--- src/rtl/qimi_ng.sv ---
// QL mouse interface: assembles PS/2 packets, accumulates scaled saturating motion and
// pays it out one step per acknowledge access, with a paced interrupt.
module qimi_ng #(
   parameter int ACC_W   = 10,
   parameter int SHIFT   = 0,
   parameter int HOLDOFF = 1000,
   parameter int WHEEL   = 0,
   parameter int TIMEOUT = 50000
) (
   input  logic       clk,
   input  logic       reset,
   input  logic [7:0] rx_data,
   input  logic       rx_valid,
   input  logic       cpu_sel,
   input  logic [1:0] cpu_addr,
   output logic [7:0] cpu_data,
   output logic       irq
);
   // state | meaning
   // B0    | waiting for header byte (bit3 = 1)
   // B1    | waiting for X byte
   // B2    | waiting for Y byte
   // B3    | waiting for wheel byte (WHEEL = 1 only)
   typedef enum logic [1:0] {B0, B1, B2, B3} state_t;

   localparam int HO_W = (HOLDOFF < 2) ? 1 : $clog2(HOLDOFF + 1);
   localparam int TO_W = (TIMEOUT < 2) ? 1 : $clog2(TIMEOUT + 1);
   localparam int SW   = ACC_W + 2;
   localparam logic signed [SW-1:0] SAT_MAX = {3'b000, {(ACC_W-1){1'b1}}};
   localparam logic signed [SW-1:0] SAT_MIN = {3'b111, {(ACC_W-1){1'b0}}};
   localparam logic signed [SW-1:0] ONE     = {{(SW-1){1'b0}}, 1'b1};

   state_t state, state_nxt;
   logic take_hdr, take_x, take_y, pkt_done, pkt_done_q;
   logic [2:0] buttons;
   logic sgn_x, sgn_y, ovf_x, ovf_y;
   logic [7:0] xbyte, ybyte, y_src;
   logic [TO_W-1:0] to_cnt;
   logic to_hit;
   logic [HO_W-1:0] holdoff;
   logic ack_sel, ack_q, ack;
   logic signed [ACC_W-1:0] acc_x, acc_y, acc_w, dx, dy, dw;
   logic signed [8:0] x9, y9, x_sh, y_sh;
   logic signed [3:0] w4;
   logic x_mov, y_mov, w_mov, x_dir, y_dir, w_dir, any_mov;

   // Delta and ack step combined in one widened sum, then clamped.
   function automatic logic signed [ACC_W-1:0] acc_upd(input logic signed [ACC_W-1:0] acc,
                                                       input logic signed [ACC_W-1:0] delta,
                                                       input logic step_en);
      logic signed [SW-1:0] sum;
      sum = SW'(acc) + SW'(delta);
      if (step_en && (acc != '0))
         sum = acc[ACC_W-1] ? (sum + ONE) : (sum - ONE);
      if (sum > SAT_MAX)
         return SAT_MAX[ACC_W-1:0];
      else if (sum < SAT_MIN)
         return SAT_MIN[ACC_W-1:0];
      else
         return sum[ACC_W-1:0];
   endfunction

   assign to_hit  = (to_cnt == TO_W'(TIMEOUT));
   assign ack_sel = cpu_sel && (cpu_addr == 2'b11);
   assign ack     = ack_sel && !ack_q;

   always_comb begin
      state_nxt = state;
      take_hdr  = 1'b0;
      take_x    = 1'b0;
      take_y    = 1'b0;
      pkt_done  = 1'b0;
      case (state)
         B0: if (rx_valid && rx_data[3]) begin
               take_hdr  = 1'b1;
               state_nxt = B1;
            end
         B1: if (rx_valid) begin
               take_x    = 1'b1;
               state_nxt = B2;
            end else if (to_hit) state_nxt = B0;
         B2: if (rx_valid) begin
               take_y = 1'b1;
               if (WHEEL != 0) state_nxt = B3;
               else begin
                  pkt_done  = 1'b1;
                  state_nxt = B0;
               end
            end else if (to_hit) state_nxt = B0;
         B3: if (rx_valid) begin
               pkt_done  = 1'b1;
               state_nxt = B0;
            end else if (to_hit) state_nxt = B0;
         default: state_nxt = B0;
      endcase
   end

   // Without a wheel byte the packet completes on the Y byte itself.
   always_comb begin
      y_src = (WHEEL != 0) ? ybyte : rx_data;
      x9    = {sgn_x, xbyte};
      y9    = {sgn_y, y_src};
      x_sh  = x9 >>> SHIFT;
      y_sh  = y9 >>> SHIFT;
      w4    = rx_data[3:0];
      dx    = '0;
      dy    = '0;
      dw    = '0;
      if (pkt_done) begin
         if (!ovf_x) dx = ACC_W'(x_sh);
         if (!ovf_y) dy = ACC_W'(y_sh);
         if (WHEEL != 0) dw = ACC_W'(w4);
      end
   end

   always_ff @(posedge clk) begin
      if (reset) state <= B0;
      else       state <= state_nxt;
   end

   always_ff @(posedge clk) begin
      if (reset) begin
         buttons    <= '0;
         sgn_x      <= 1'b0;
         sgn_y      <= 1'b0;
         ovf_x      <= 1'b0;
         ovf_y      <= 1'b0;
         xbyte      <= '0;
         ybyte      <= '0;
         to_cnt     <= '0;
         acc_x      <= '0;
         acc_y      <= '0;
         acc_w      <= '0;
         ack_q      <= 1'b0;
         pkt_done_q <= 1'b0;
         holdoff    <= '0;
         irq        <= 1'b0;
      end else begin
         if (take_hdr) begin
            buttons <= rx_data[2:0];
            sgn_x   <= rx_data[4];
            sgn_y   <= rx_data[5];
            ovf_x   <= rx_data[6];
            ovf_y   <= rx_data[7];
         end
         if (take_x) xbyte <= rx_data;
         if (take_y) ybyte <= rx_data;
         if ((state == B0) || rx_valid || to_hit) to_cnt <= '0;
         else                                     to_cnt <= to_cnt + 1'b1;
         acc_x      <= acc_upd(acc_x, dx, ack);
         acc_y      <= acc_upd(acc_y, dy, ack);
         acc_w      <= acc_upd(acc_w, dw, ack);
         ack_q      <= ack_sel;
         pkt_done_q <= pkt_done;
         // Ack reload takes priority over the packet-complete arm.
         if (ack) begin
            holdoff <= HO_W'(HOLDOFF);
            irq     <= 1'b0;
         end else if (pkt_done_q && (holdoff == '0)) begin
            holdoff <= HO_W'(1);
         end else if (holdoff != '0) begin
            holdoff <= holdoff - 1'b1;
            if ((holdoff == HO_W'(1)) && any_mov) irq <= 1'b1;
         end
      end
   end

   always_comb begin
      x_mov   = (acc_x != '0);
      y_mov   = (acc_y != '0);
      w_mov   = (acc_w != '0);
      x_dir   = !acc_x[ACC_W-1];
      y_dir   = !acc_y[ACC_W-1];
      w_dir   = !acc_w[ACC_W-1];
      any_mov = x_mov || y_mov || w_mov;
      cpu_data = 8'h00;
      if (cpu_sel) begin
         case (cpu_addr)
            2'b00:   cpu_data = {2'b00, !buttons[0], !buttons[1], !buttons[2], 3'b000};
            2'b01:   cpu_data = {6'b0, w_mov, w_dir};
            2'b10:   cpu_data = {2'b00, y_mov, x_dir, 1'b0, x_mov, 1'b0, y_dir};
            default: cpu_data = 8'h00;
         endcase
      end
   end
endmodule

--- config.mk ---
export PLATFORM = sky130hd
export DESIGN_NAME = qimi_ng
export DESIGN_NICKNAME = d
export VERILOG_FILES = /design/src/rtl/qimi_ng.sv
export SDC_FILE = /design/constraint.sdc
export NUM_CORES = 1
export LEC_CHECK = 0
export CORE_MARGIN = 4
export CORE_UTILIZATION = 55
export CTS_CLUSTER_SIZE = 28
export DETAILED_ROUTE_END_ITERATION = 8
export PLACE_DENSITY = 0.76
export SLEW_MARGIN = 10
export SYNTH_ARGS = -nofsm -noshare
export SYNTH_HDL_FRONTEND = slang
export SYNTH_SLANG_ARGS = --single-unit
--- constraint.sdc ---
create_clock -name clk -period 5.4 [get_ports clk]
set_input_delay 1.62 -clock clk [delete_from_list [all_inputs] [get_ports clk]]
set_output_delay 1.62 -clock clk [all_outputs]
set_load 0.03 [all_outputs]
==> flow_summary.ini <==
[die]
die_w_um = 111
core_um2 = 10300
dieArea_um2 = 12200
row_count = 37
pin_count = 23
initial_core_util = 0.562
die_y_um = 111

[final_layout]
syn_to_final_growth_pct = 23.4
antenna_cells = 0
drive_above_1_share = 0.198
final_area_um2 = 7130
fill_cells = 810
ff_latch_area_um2 = 1520
multi_input_area_um2 = 4260
fin_nets = 895

[global_route]
grt_start_max_net_pins = 40
globalRouteOverflowTotal = 0
grtUsageTotal = 0.241
grt_pass1_vias = 5619
grt_pass1_wl_um = 25200
grt_antenna_before_repair = 0

[critical_path]
cp_data_arrival_time_ps = 5410
r2r-end = acc_y[0]$_SDFF_PP0_
r2r_cells = 19
reg2reg_from = state[1]$_SDFFE_PP0P_
slowest_stage = or4b_4
cp_common_cell = ha_1
path_class = in2reg
cp_data_required_time_ps = 5700
endpoint_kind = flop
worstSetupStartpoint = rx_data[0]
cp_cell_sequence = clkdlybuf4s50_1, and2_1, ha_1, inv_1, fa_1, nor2b_2, o31ai_2, buf_4, a21boi_0, ha_1, nand3_2, a21oi_4, nor4_2, or4b_4, a211o_1, o311a_4, o21ai_2
worst-path-max-fanout = 7
worst_setup_path_start_kind = input pin
slowest_delay_ps = 500
r2r_setup_slack_ps = 1240

[timing]
relSlewSlack = 0.142
hold_ws_ps = 473
finalSetupViolCount = 0
tightest_slew_ps = 1270
rsz0062_at_grt = false
postLayoutSetupSlackWorst_ps = 295
drv_slew = 0
fin_crit_sh = 0.945
worst_clock_skew_ps = 9.68
period_minus_slack_ps = 5100
final_hold_viol_count = 0
clock.fmax_mhz = 196
fin_setup_tns_ps = 0

[routing]
drcViolationCount = 0
top_layer_used = met4
wl_met3_um = 563
routed_wl_um = 15200
dr.pass1.iters = 5
drt-initial-drc-count = 360
wirelength_met1_um = 6500
postRouteAntennaNets = 0
viasPerCell = 5.85
num_vias = 5629
met2WireLength_um = 7750
routedWlPerCell_um = 15.8

[logic_synthesis]
yosysWarnings = 0
async_flop_share = 0
synth_top_area_frac = 0.263
syn_area_um2 = 5780
avgSynthCellArea_um2 = 8.04
synthAdderAreaFrac = 0.132
syn_inst = 719
synth-seq-cells = 76
synthTopCellsByArea = dfxtp_1, ha_1, nor2_1, a21oi_1, mux2i_1
yosysSeqAreaShare = 0.263
synth_edf_count = 0
synthXorXnorAreaFrac = 0.0652
synth.most_common_cell = nor2_1
synth_common_cells = nor2_1, dfxtp_1, a21oi_1
yosysTopAreaCell = dfxtp_1
synthSimpleGateAreaFrac = 0.258
post_synth_num_cell_types = 73
synth_top_family_by_area = simple AND/OR/NAND/NOR gates
synthMuxAreaShare = 0.0470
synth_flop_cell = dfxtp_1
synth_compound_area_frac = 0.195

[place]
gp_congestion = 0.929
io_buffers = 20
post_dp_cell_area_um2 = 6700
dp_hpwl_um = 11200
dp_slack_ps = -512

[clocking]
cts.hold.buffers_added = 0
cts_made_buffers = 9
htreeDepth = 3
path_clk_slew_ps = 90
cts_tree = built
insertion_delay_ps = 370
clk_path_buf_depth = 2
cts-root-buf = clkbuf_8
clock-sinks = 76

[min_path]
hold_end = to_cnt[0]$_SDFF_PP0_
hold_depth = 1
min_path_type = reg2reg
hp-start = to_cnt[0]$_SDFF_PP0_

[power_and_ir_drop]
power.density_nw_per_um2 = 537
fin_total_pwr_uw = 3830
leakagePower_uw = 0.00309
ir_drop_uv = 387

[outcome]
status = complete, no violations

[job]
cap_violations = 0
==> cell families after synthesis <==
| logic type | count (synthesis) |
|---|---|
| AO/OA/AOI/OAI | 172 |
| XOR/XNOR | 43 |
| adder cells (fa/ha/maj) | 58 |
| buffers and inverters | 51 |
| flip-flops | 76 |
| multiplexers | 27 |
| other | 1 |
| AND/OR/NAND/NOR | 291 |
==> sequential cells by signal, indices dropped and copies added (netlist names) <==
register    flops
xbyte           8
acc_w          10
pkt_done_q      1
sgn_x           1
buttons         3
holdoff        10
acc_y          10
irq             1
to_cnt         16
state           2
acc_x          10
ovf_y           1
ovf_x           1
ack_q           1
sgn_y           1
==> cell type report <==
| type | instances | share of cell area |
|---|---|---|
| multi-input combinational | 594 | 0.597 |
| sequential | 76 | 0.213 |
| timing repair buffer | 109 | 0.122 |
| tap | 136 | 0.0239 |
| clock buffer | 9 | 0.0174 |
| inverter | 33 | 0.0174 |
| clock inverter | 6 | 0.00912 |
==> critical path, delay by kind of cell <==
family | cells | cell delay [ps]
fa+ha+maj | 3 | 1000
buf+inv | 3 | 680
compound gates | 6 | 1080
simple gates | 5 | 1030
==> cell usage in the layout (no fill, tap or decap), types with 19 or more instances in the layout <==
| master | count |
|---|---|
| dfxtp_1 | 76 |
| a21oi_1 | 55 |
| and2_1 | 21 |
| nor2_1 | 89 |
| o21ai_0 | 28 |
| buf_4 | 89 |
| xor2_1 | 20 |
| clkdlybuf4s50_1 | 19 |
| nand2_1 | 56 |
| mux2i_1 | 26 |
| ha_1 | 48 |
| inv_1 | 33 |
| xnor2_1 | 22 |
==> repair_timing <==
| action | in CTS | in global routing |
|---|---|---|
| pin swaps | 7 | 15 |
| setup endpoints to repair | 18 | 18 |
| buffers inserted | 4 | 0 |
| gates cloned | 0 | 1 |
| resized for setup | 12 | 35 |
==> how the worst max path moves through the flow <==
stage | slack (ps) | to
after floorplan | 140 | acc_x[0]$_SDFF_PP0_
after global placement | -380 | acc_x[1]$_SDFF_PP0_
after detailed placement | -510 | acc_x[3]$_SDFF_PP0_
after CTS | 10 | acc_x[8]$_SDFF_PP0_
after global routing | 60 | acc_x[1]$_SDFF_PP0_
final | 300 | acc_y[0]$_SDFF_PP0_
==> power breakdown <==
part	switching [uW]	leakage, uW	internal, uW
combinational	1420	0.00238	1190
clock	231	0.0000955	212
sequential	105	0.000619	681
==> metal layers <==
metal	track usage	up-vias
met1	0.285	2671
li1	-	2799
met2	0.443	127
met3	0.0323	32
met4	0.0854	0
met5	0	-
==> through the flow <==
stage / utilization / cells
floorplan: - / 720
global placement: 0.652 / 943
detailed placement: 0.652 / 943
CTS: 0.678 / 962
global route: 0.694 / 963
finish: 0.694 / 963
No activity file was read; power rests on OpenSTA's default activity.
